## src/rtl/booth_product_accumulator.sv

```systemverilog
// Sums BLOCK_LEN signed Booth products per block and holds each block sum on a valid/ready output.
// Build option BOOTH_ACC_SAT_EN: saturate the accumulator on overflow instead of wrapping.
//
// state | meaning
// ------+-------------------------------------------------------------
// ACCUM | accepting products into acc; the last one of a block moves to HOLD
// HOLD  | block sum presented on out_sum/out_ovf until out_ready
module booth_product_accumulator #(
    parameter int PROD_W    = 4,
    parameter int ACC_W     = 8,
    parameter int BLOCK_LEN = 4
) (
    input  logic              clk,
    input  logic              rst,
    input  logic              clr,
    input  logic              in_valid,
    output logic              in_ready,
    input  logic [PROD_W-1:0] in_product,
    output logic              out_valid,
    input  logic              out_ready,
    output logic [ACC_W-1:0]  out_sum,
    output logic              out_ovf
);

    localparam int CNT_W = (BLOCK_LEN > 1) ? $clog2(BLOCK_LEN) : 1;
    localparam logic [CNT_W-1:0] CNT_LAST = CNT_W'(BLOCK_LEN - 1);

    typedef enum logic {ACCUM, HOLD} state_t;

    state_t             state_q, state_d;
    logic [ACC_W-1:0]   acc_q, acc_d;
    logic [CNT_W-1:0]   cnt_q, cnt_d;
    logic               sticky_q, sticky_d;
    logic               out_valid_d;
    logic [ACC_W-1:0]   out_sum_d;
    logic               out_ovf_d;

    logic [ACC_W-1:0]   prod_ext;
    logic [ACC_W-1:0]   sum_wrap;
    logic [ACC_W-1:0]   add_res;
    logic               add_ovf;

    assign prod_ext = ACC_W'($signed(in_product));
    assign sum_wrap = acc_q + prod_ext;
    assign add_ovf  = (acc_q[ACC_W-1] == prod_ext[ACC_W-1]) &&
                      (sum_wrap[ACC_W-1] != acc_q[ACC_W-1]);

`ifdef BOOTH_ACC_SAT_EN
    localparam logic [ACC_W-1:0] ACC_MAX = {1'b0, {(ACC_W-1){1'b1}}};
    localparam logic [ACC_W-1:0] ACC_MIN = {1'b1, {(ACC_W-1){1'b0}}};

    // On overflow both operands share a sign, so acc's sign picks the rail.
    assign add_res = !add_ovf ? sum_wrap : (acc_q[ACC_W-1] ? ACC_MIN : ACC_MAX);
`else
    assign add_res = sum_wrap;
`endif

    assign in_ready = (state_q == ACCUM);

    always_comb begin
        state_d     = state_q;
        acc_d       = acc_q;
        cnt_d       = cnt_q;
        sticky_d    = sticky_q;
        out_valid_d = out_valid;
        out_sum_d   = out_sum;
        out_ovf_d   = out_ovf;

        if (clr) begin
            state_d     = ACCUM;
            acc_d       = '0;
            cnt_d       = '0;
            sticky_d    = 1'b0;
            out_valid_d = 1'b0;
        end else begin
            case (state_q)
                ACCUM: begin
                    if (in_valid) begin
                        if (cnt_q == CNT_LAST) begin
                            out_sum_d   = add_res;
                            out_ovf_d   = sticky_q | add_ovf;
                            out_valid_d = 1'b1;
                            acc_d       = '0;
                            cnt_d       = '0;
                            sticky_d    = 1'b0;
                            state_d     = HOLD;
                        end else begin
                            acc_d    = add_res;
                            cnt_d    = cnt_q + 1'b1;
                            sticky_d = sticky_q | add_ovf;
                        end
                    end
                end
                HOLD: begin
                    if (out_ready) begin
                        out_valid_d = 1'b0;
                        state_d     = ACCUM;
                    end
                end
                default: state_d = ACCUM;
            endcase
        end
    end

    always_ff @(posedge clk or posedge rst) begin
        if (rst) begin
            state_q   <= ACCUM;
            acc_q     <= '0;
            cnt_q     <= '0;
            sticky_q  <= 1'b0;
            out_valid <= 1'b0;
            out_sum   <= '0;
            out_ovf   <= 1'b0;
        end else begin
            state_q   <= state_d;
            acc_q     <= acc_d;
            cnt_q     <= cnt_d;
            sticky_q  <= sticky_d;
            out_valid <= out_valid_d;
            out_sum   <= out_sum_d;
            out_ovf   <= out_ovf_d;
        end
    end

endmodule

```

## config.mk

```make
export PLATFORM = sky130hd
export DESIGN_NAME = booth_product_accumulator
export DESIGN_NICKNAME = d
export VERILOG_FILES = /design/src/rtl/booth_product_accumulator.sv
export SDC_FILE = /design/constraint.sdc
export NUM_CORES = 1
export LEC_CHECK = 0
export CAP_MARGIN = 10
export CORE_UTILIZATION = 50
export CTS_CLUSTER_SIZE = 30
export DETAILED_ROUTE_END_ITERATION = 6
export PLACE_DENSITY = 0.76
export SLEW_MARGIN = 15
export SYNTH_ARGS = -nofsm -noshare
export SYNTH_HDL_FRONTEND = slang
export SYNTH_SLANG_ARGS = --single-unit
export TNS_END_PERCENT = 30
```

## constraint.sdc

```tcl
create_clock -name clk -period 2.2 [get_ports clk]
set_input_delay 0.44 -clock clk [delete_from_list [all_inputs] [get_ports clk]]
set_output_delay 0.44 -clock clk [all_outputs]
set_load 0.005 [all_outputs]
```

### Word-level counts from Yosys, hierarchy flattened

Cells that the tools add are included.

* register bits: 22
* input bits: 9
* word-level logic and storage cells: 46

* add/subtract/negate cells: 2
* eq/ne operators: 7
* muxes and demuxes: 22
* bitwise operators: 3
* reductions and logical operators: 5

Operators by type and width (number)
* 8-bit 2-to-1 mux: 4
* 1-bit 2-to-1 mux: 12
* 8-bit adder: 1
* 2-bit 2-to-1 mux: 4
* 3-bit inequality test (second input constant): 2
* 1-bit case mux with 2 select lines: 2
* 4-bit AND reduction: 1
* 3-bit by 2-bit inequality test with 1-bit output (second input constant): 1
* 3-bit AND reduction: 1
* 2-bit by 1-bit adder with 2-bit output (second input constant): 1
* 2-bit equality test (second input constant): 1
* 2-bit inequality test (second input constant): 1
* 1-bit inverter: 2
* 2-bit AND reduction: 1
* 2-bit nonzero test: 1
* 1-bit equality test: 1
* 1-bit logical AND: 1
* 1-bit inequality test: 1
* 1-bit bitwise OR: 1

### Longest topological paths before layout

* depth in word-level cells: 8
* mapped depth: 8
* mapped depth without buffers: 8

### Worst setup path after synthesis

No wires, ideal clock.

* path type: input -> register
* from: input port in_product[0]
* to: register acc_q[6]
* setup time: 131 ps
* arrival: 1711 ps
* required time: 2069 ps
* slack: 359 ps
* stages on the path: 8
* buffers on the path: 0
* cells stage by stage: ha_1 > inv_1 > fa_1 > nor2b_1 > o21a_1 > o21ai_0 > a211oi_1 > o21ai_0

* cells in the longest elaborated chain, start to end: 5

RTL lines
* start, declared: line 18 `input logic [PROD_W-1:0] in_product,`
* 8-bit adder: line 44 `assign sum_wrap = acc_q + prod_ext;`
* 8-bit 2-to-1 mux: line 79 `if (cnt_q == CNT_LAST) begin`
* 8-bit 2-to-1 mux: line 78 `if (in_valid) begin`
* 8-bit 2-to-1 mux: line 76 `case (state_q)`
* 8-bit 2-to-1 mux: line 69 `if (clr) begin`
* end signal, assigned: line 108 `acc_q <= '0;`
* end signal, assigned: line 116 `acc_q <= acc_d;`
* end, declared: line 31 `logic [ACC_W-1:0] acc_q, acc_d;`

No other way between the ends. The select of a mux whose other input is x is not followed.
A chain may end at the register's enable or synchronous reset.

### Final worst setup path

* from: input port in_product[1]
* to: register out_sum[7]

* cells in the longest elaborated chain, start to end: 1

RTL lines
* 8-bit adder: line 44
* end signal, assigned: line 120 `out_sum <= out_sum_d;`
* end, declared: line 21 `output logic [ACC_W-1:0] out_sum,`

No other way between the ends.

==> metrics.txt <==
# TYPE chip_impl_metric gauge
chip_impl_metric{name="setup_violations",unit=""} 0
chip_impl_metric{name="number_of_cells_upsized_or_downsized_after_cts",unit=""} 1
chip_impl_info{name="synth_top_cells_by_count",value="22 x sky130_fd_sc_hd__dfrtp_1, 18 x sky130_fd_sc_hd__nand2_1, 11 x sky130_fd_sc_hd__o21ai_0"} 1
chip_impl_info{name="outcome",value="complete, no violations"} 1
chip_impl_metric{name="detailed_place_hpwl",unit="mm"} 2.13
chip_impl_metric{name="postSynthCellCount",unit=""} 122
chip_impl_info{name="cp_cell_sequence",value="clkdlybuf4s50_1 -> ha_1 -> a211oi_4 -> nor3_1 -> o21a_1 -> or3_1 -> a31oi_1"} 1
chip_impl_info{name="clockRootBuffer",value="sky130_fd_sc_hd__clkbuf_4"} 1
chip_impl_metric{name="postLayoutCellArea",unit="µm²"} 1630
chip_impl_metric{name="grt_antenna_before_repair",unit=""} 0
chip_impl_metric{name="place_area",unit="µm²"} 1570
chip_impl_metric{name="final_layout_size_suffix_gt1_frac",unit=""} 0.193
chip_impl_metric{name="synthesis.area",unit="µm²"} 1210
chip_impl_metric{name="drt-initial-drc-count",unit=""} 10
chip_impl_metric{name="avgSynthCellArea",unit="µm²"} 9.94
chip_impl_metric{name="initial_utilization",unit=""} 0.538
chip_impl_metric{name="route.met3.wl",unit="µm"} 119
chip_impl_info{name="cts_tree",value="done"} 1
chip_impl_metric{name="clk-insertion-delay-late",unit="ps"} 310
chip_impl_metric{name="cts_htree_levels",unit=""} 1
chip_impl_metric{name="num_io_pins",unit=""} 20
chip_impl_metric{name="routed_wl",unit="mm"} 2.86
chip_impl_metric{name="insertedDiodeCount",unit=""} 0
chip_impl_metric{name="finalWorstPathRequiredPeriod",unit="ps"} 2090
chip_impl_metric{name="yosysWarningCount",unit=""} 0
chip_impl_metric{name="timing.final.ws_setup",unit="ps"} 105
chip_impl_metric{name="avgRoutedWirePerCell",unit="µm"} 15.2
chip_impl_metric{name="fp.dieW",unit="µm"} 51.2
chip_impl_metric{name="detailedRoute.firstPassIterationCount",unit=""} 4
chip_impl_metric{name="maxCapViolations",unit=""} 0
chip_impl_metric{name="vias_per_cell",unit=""} 5.73
chip_impl_info{name="worstSetupEndpointType",value="flip-flop"} 1
chip_impl_metric{name="grt_max_degree",unit=""} 23
chip_impl_metric{name="fin_nets",unit=""} 180
chip_impl_metric{name="adder_and_majority_cell_fraction_of_the_synthesized_area",unit=""} 0.0991
chip_impl_metric{name="total_leakage_power",unit="µW"} 0.000785
chip_impl_metric{name="design.die.area",unit="µm²"} 2630
chip_impl_metric{name="finalWeightedCongestion",unit=""} 0.800
chip_impl_info{name="critical_path.top_delay_family",value="compound AO/OA/AOI/OAI gates"} 1
chip_impl_metric{name="postRouteAntennaNets",unit=""} 0
chip_impl_info{name="synth.largest_area_cell",value="sky130_fd_sc_hd__dfrtp_1"} 1
chip_impl_metric{name="fillCellCount",unit=""} 181
chip_impl_metric{name="slowest_delay",unit="ps"} 430
chip_impl_metric{name="wl_met1",unit="mm"} 1.21
chip_impl_metric{name="critPathBufInv",unit=""} 1
chip_impl_metric{name="cts.repair_timing.setup_buffer_count",unit=""} 0
chip_impl_info{name="crit_slowest_cell",value="sky130_fd_sc_hd__clkdlybuf4s50_1"} 1
chip_impl_metric{name="synthXorXnorAreaFrac",unit=""} 0.0289
chip_impl_metric{name="peakVddDrop",unit="mV"} 0.819
chip_impl_metric{name="grt_first_pass_wirelength",unit="mm"} 4.77
chip_impl_metric{name="worst_slew_margin_rel",unit=""} 0.451
chip_impl_metric{name="synth_cell_types",unit=""} 34
chip_impl_metric{name="die_y",unit="µm"} 51.2
chip_impl_metric{name="syn-num-nets",unit=""} 140
chip_impl_metric{name="grt-ovfl-total",unit=""} 0
chip_impl_metric{name="synthDominantCellAreaShare",unit=""} 0.454
chip_impl_metric{name="asyncSetResetFlopFracSynth",unit=""} 1.00
chip_impl_metric{name="yosys-mux-area-fraction",unit=""} 0.0258
chip_impl_metric{name="worst_pin_slew",unit="ps"} 824
chip_impl_info{name="path_class",value="in -> reg"} 1
chip_impl_metric{name="grt_pass1_vias",unit=""} 1084
chip_impl_metric{name="cts.reportedPaths.clkPinSlew",unit="ps"} 120
chip_impl_metric{name="flow.area_growth_from_synthesis",unit="%"} 34.7
chip_impl_metric{name="synth.yosys.seq_area_share",unit=""} 0.454
chip_impl_metric{name="synth_edf_count",unit=""} 0
chip_impl_metric{name="placementRows",unit=""} 17
chip_impl_metric{name="design.core.area",unit="µm²"} 2250
chip_impl_metric{name="cts_buffers",unit=""} 3
chip_impl_metric{name="worstPathMaxFanout",unit=""} 4
chip_impl_info{name="synth_top_family_by_area",value="compound AO/OA/AOI/OAI gates"} 1
chip_impl_metric{name="critical_path_arrival",unit="ps"} 2330
chip_impl_metric{name="worst_ep_required_time",unit="ps"} 2430
chip_impl_metric{name="clock_skew",unit="ps"} 4.09
chip_impl_info{name="timing.hold.worst.class",value="in -> async"} 1
chip_impl_metric{name="powerDensity",unit="nW/µm²"} 735
chip_impl_metric{name="post-route-period-util",unit=""} 0.952
chip_impl_metric{name="vias",unit=""} 1083
chip_impl_info{name="setup_repair_after_global_routing_missed_its_margin",value="false"} 1
chip_impl_info{name="synth_flop_cell",value="sky130_fd_sc_hd__dfrtp_1"} 1
chip_impl_metric{name="design_power_total",unit="µW"} 1200
chip_impl_metric{name="globalRouteTotalUtil",unit=""} 0.249
chip_impl_metric{name="tritoncts_num_sinks",unit=""} 22
chip_impl_metric{name="port_buffers",unit=""} 19
chip_impl_metric{name="clock_tree_buffer_depth",unit=""} 2
chip_impl_metric{name="finalMaxSlewViolations",unit=""} 0
chip_impl_metric{name="postSynthRegisterBits",unit=""} 22
chip_impl_info{name="highest-signal-layer",value="met4"} 1
chip_impl_metric{name="clock.fmax",unit="MHz"} 477
chip_impl_info{name="startpoint_type_of_the_worst_setup_path",value="input port"} 1
chip_impl_metric{name="detailroute.wirelength.met2",unit="mm"} 1.48
chip_impl_metric{name="dp_slack",unit="ps"} -317
chip_impl_metric{name="post_cts_hold_buffers",unit=""} 0
chip_impl_metric{name="post_synth_and_or_nand_nor_area_fraction",unit=""} 0.157
chip_impl_metric{name="post-route-drc-count",unit=""} 0
chip_impl_info{name="ys_top_cells_by_area",value="sky130_fd_sc_hd__dfrtp_1 45%, sky130_fd_sc_hd__ha_1 8.3%, sky130_fd_sc_hd__nand2_1 5.6%"} 1
chip_impl_metric{name="final-hold-violation-count",unit=""} 0
chip_impl_metric{name="synth_compound_gate_area_share",unit=""} 0.211
chip_impl_info{name="yosysMostFrequentCell",value="sky130_fd_sc_hd__dfrtp_1"} 1
## final timing paths
check | from | end | slack (ps) | cells after the start
min in group clk | out_sum[5] | out_sum[5] | 490 | 2
worst max-delay path | in_product[1] | out_sum[7] | 110 | 7
max in group asynchronous | rst | acc_q[1] | 1520 | 3
worst min register to register | out_sum[5] | out_sum[5] | 490 | 2
worst min-delay path | rst | state_q | 450 | 3
worst max register to register | acc_q[2] | out_sum[7] | 260 | 6
## stage by stage
step | TNS (ps) | cells | hold WS, ps | utilization
after floorplan | 0 | 122 | 429 | -
after global placement | -1060 | 185 | 458 | 0.694
after detailed placement | -1730 | 185 | 461 | 0.694
after CTS | 0 | 189 | 457 | 0.712
after global routing | 0 | 189 | 475 | 0.724
final | 0 | 189 | 451 | 0.724
## cell families after synthesis
logic type | Yosys count
flops | 22
buf+inv | 8
fa+ha+maj | 9
mux | 3
compound gates | 37
simple gates | 39
xor+xnor | 4
## worst min-delay path: stages
cell and delay (ps):
sky130_fd_sc_hd__clkdlybuf4s50_1 390, sky130_fd_sc_hd__inv_1 50, sky130_fd_sc_hd__buf_4 280
## where the power goes
part           leakage [µW]  total, µW  internal, µW  switching [µW]
combinational      0.000469        453           250             203
clock             0.0000210        223           101             122
sequential         0.000295        524           475            49.2
## routing by layer
layer	track usage	vias to the layer above
met5	0	-
met4	0.0586	0
met3	0.0565	6
met2	0.441	30
met1	0.306	532
li1	-	515
## final cells by class
cell class / instances / area (µm²) / area share
Multi-Input combinational cell: 92 / 661 / 0.405
Timing Repair Buffer: 37 / 328 / 0.201
Inverter: 6 / 22.5 / 0.0138
Tap cell: 28 / 35.0 / 0.0215
Clock buffer: 4 / 36.3 / 0.0222
Sequential cell: 22 / 551 / 0.337
## cell usage in the layout, fill, tap and decap left out, types with 2 or more instances in the layout
master and instances:
sky130_fd_sc_hd__nor2_1 7, sky130_fd_sc_hd__o21a_1 2, sky130_fd_sc_hd__xor2_1 2, sky130_fd_sc_hd__clkbuf_4 3, sky130_fd_sc_hd__nor2b_1 2, sky130_fd_sc_hd__inv_1 5
sky130_fd_sc_hd__dfrtp_1 22, sky130_fd_sc_hd__ha_1 7, sky130_fd_sc_hd__nand2_1 18, sky130_fd_sc_hd__clkdlybuf4s50_1 18, sky130_fd_sc_hd__nor3_1 4, sky130_fd_sc_hd__a21oi_1 4
sky130_fd_sc_hd__xnor2_1 2, sky130_fd_sc_hd__o21ai_0 11, sky130_fd_sc_hd__or3_1 3, sky130_fd_sc_hd__a22o_1 4, sky130_fd_sc_hd__buf_4 18, sky130_fd_sc_hd__o21ai_1 2
sky130_fd_sc_hd__mux2i_1 2, sky130_fd_sc_hd__a31oi_1 2, sky130_fd_sc_hd__or3b_1 2, sky130_fd_sc_hd__a21o_1 2
## flip-flops by register name (all words and copies together) (netlist names)
name / cells
cnt_q: 2
sticky_q: 1
acc_q: 8
out_ovf: 1
out_valid: 1
state_q: 1
out_sum: 8
(Power assumes the default switching activity.)
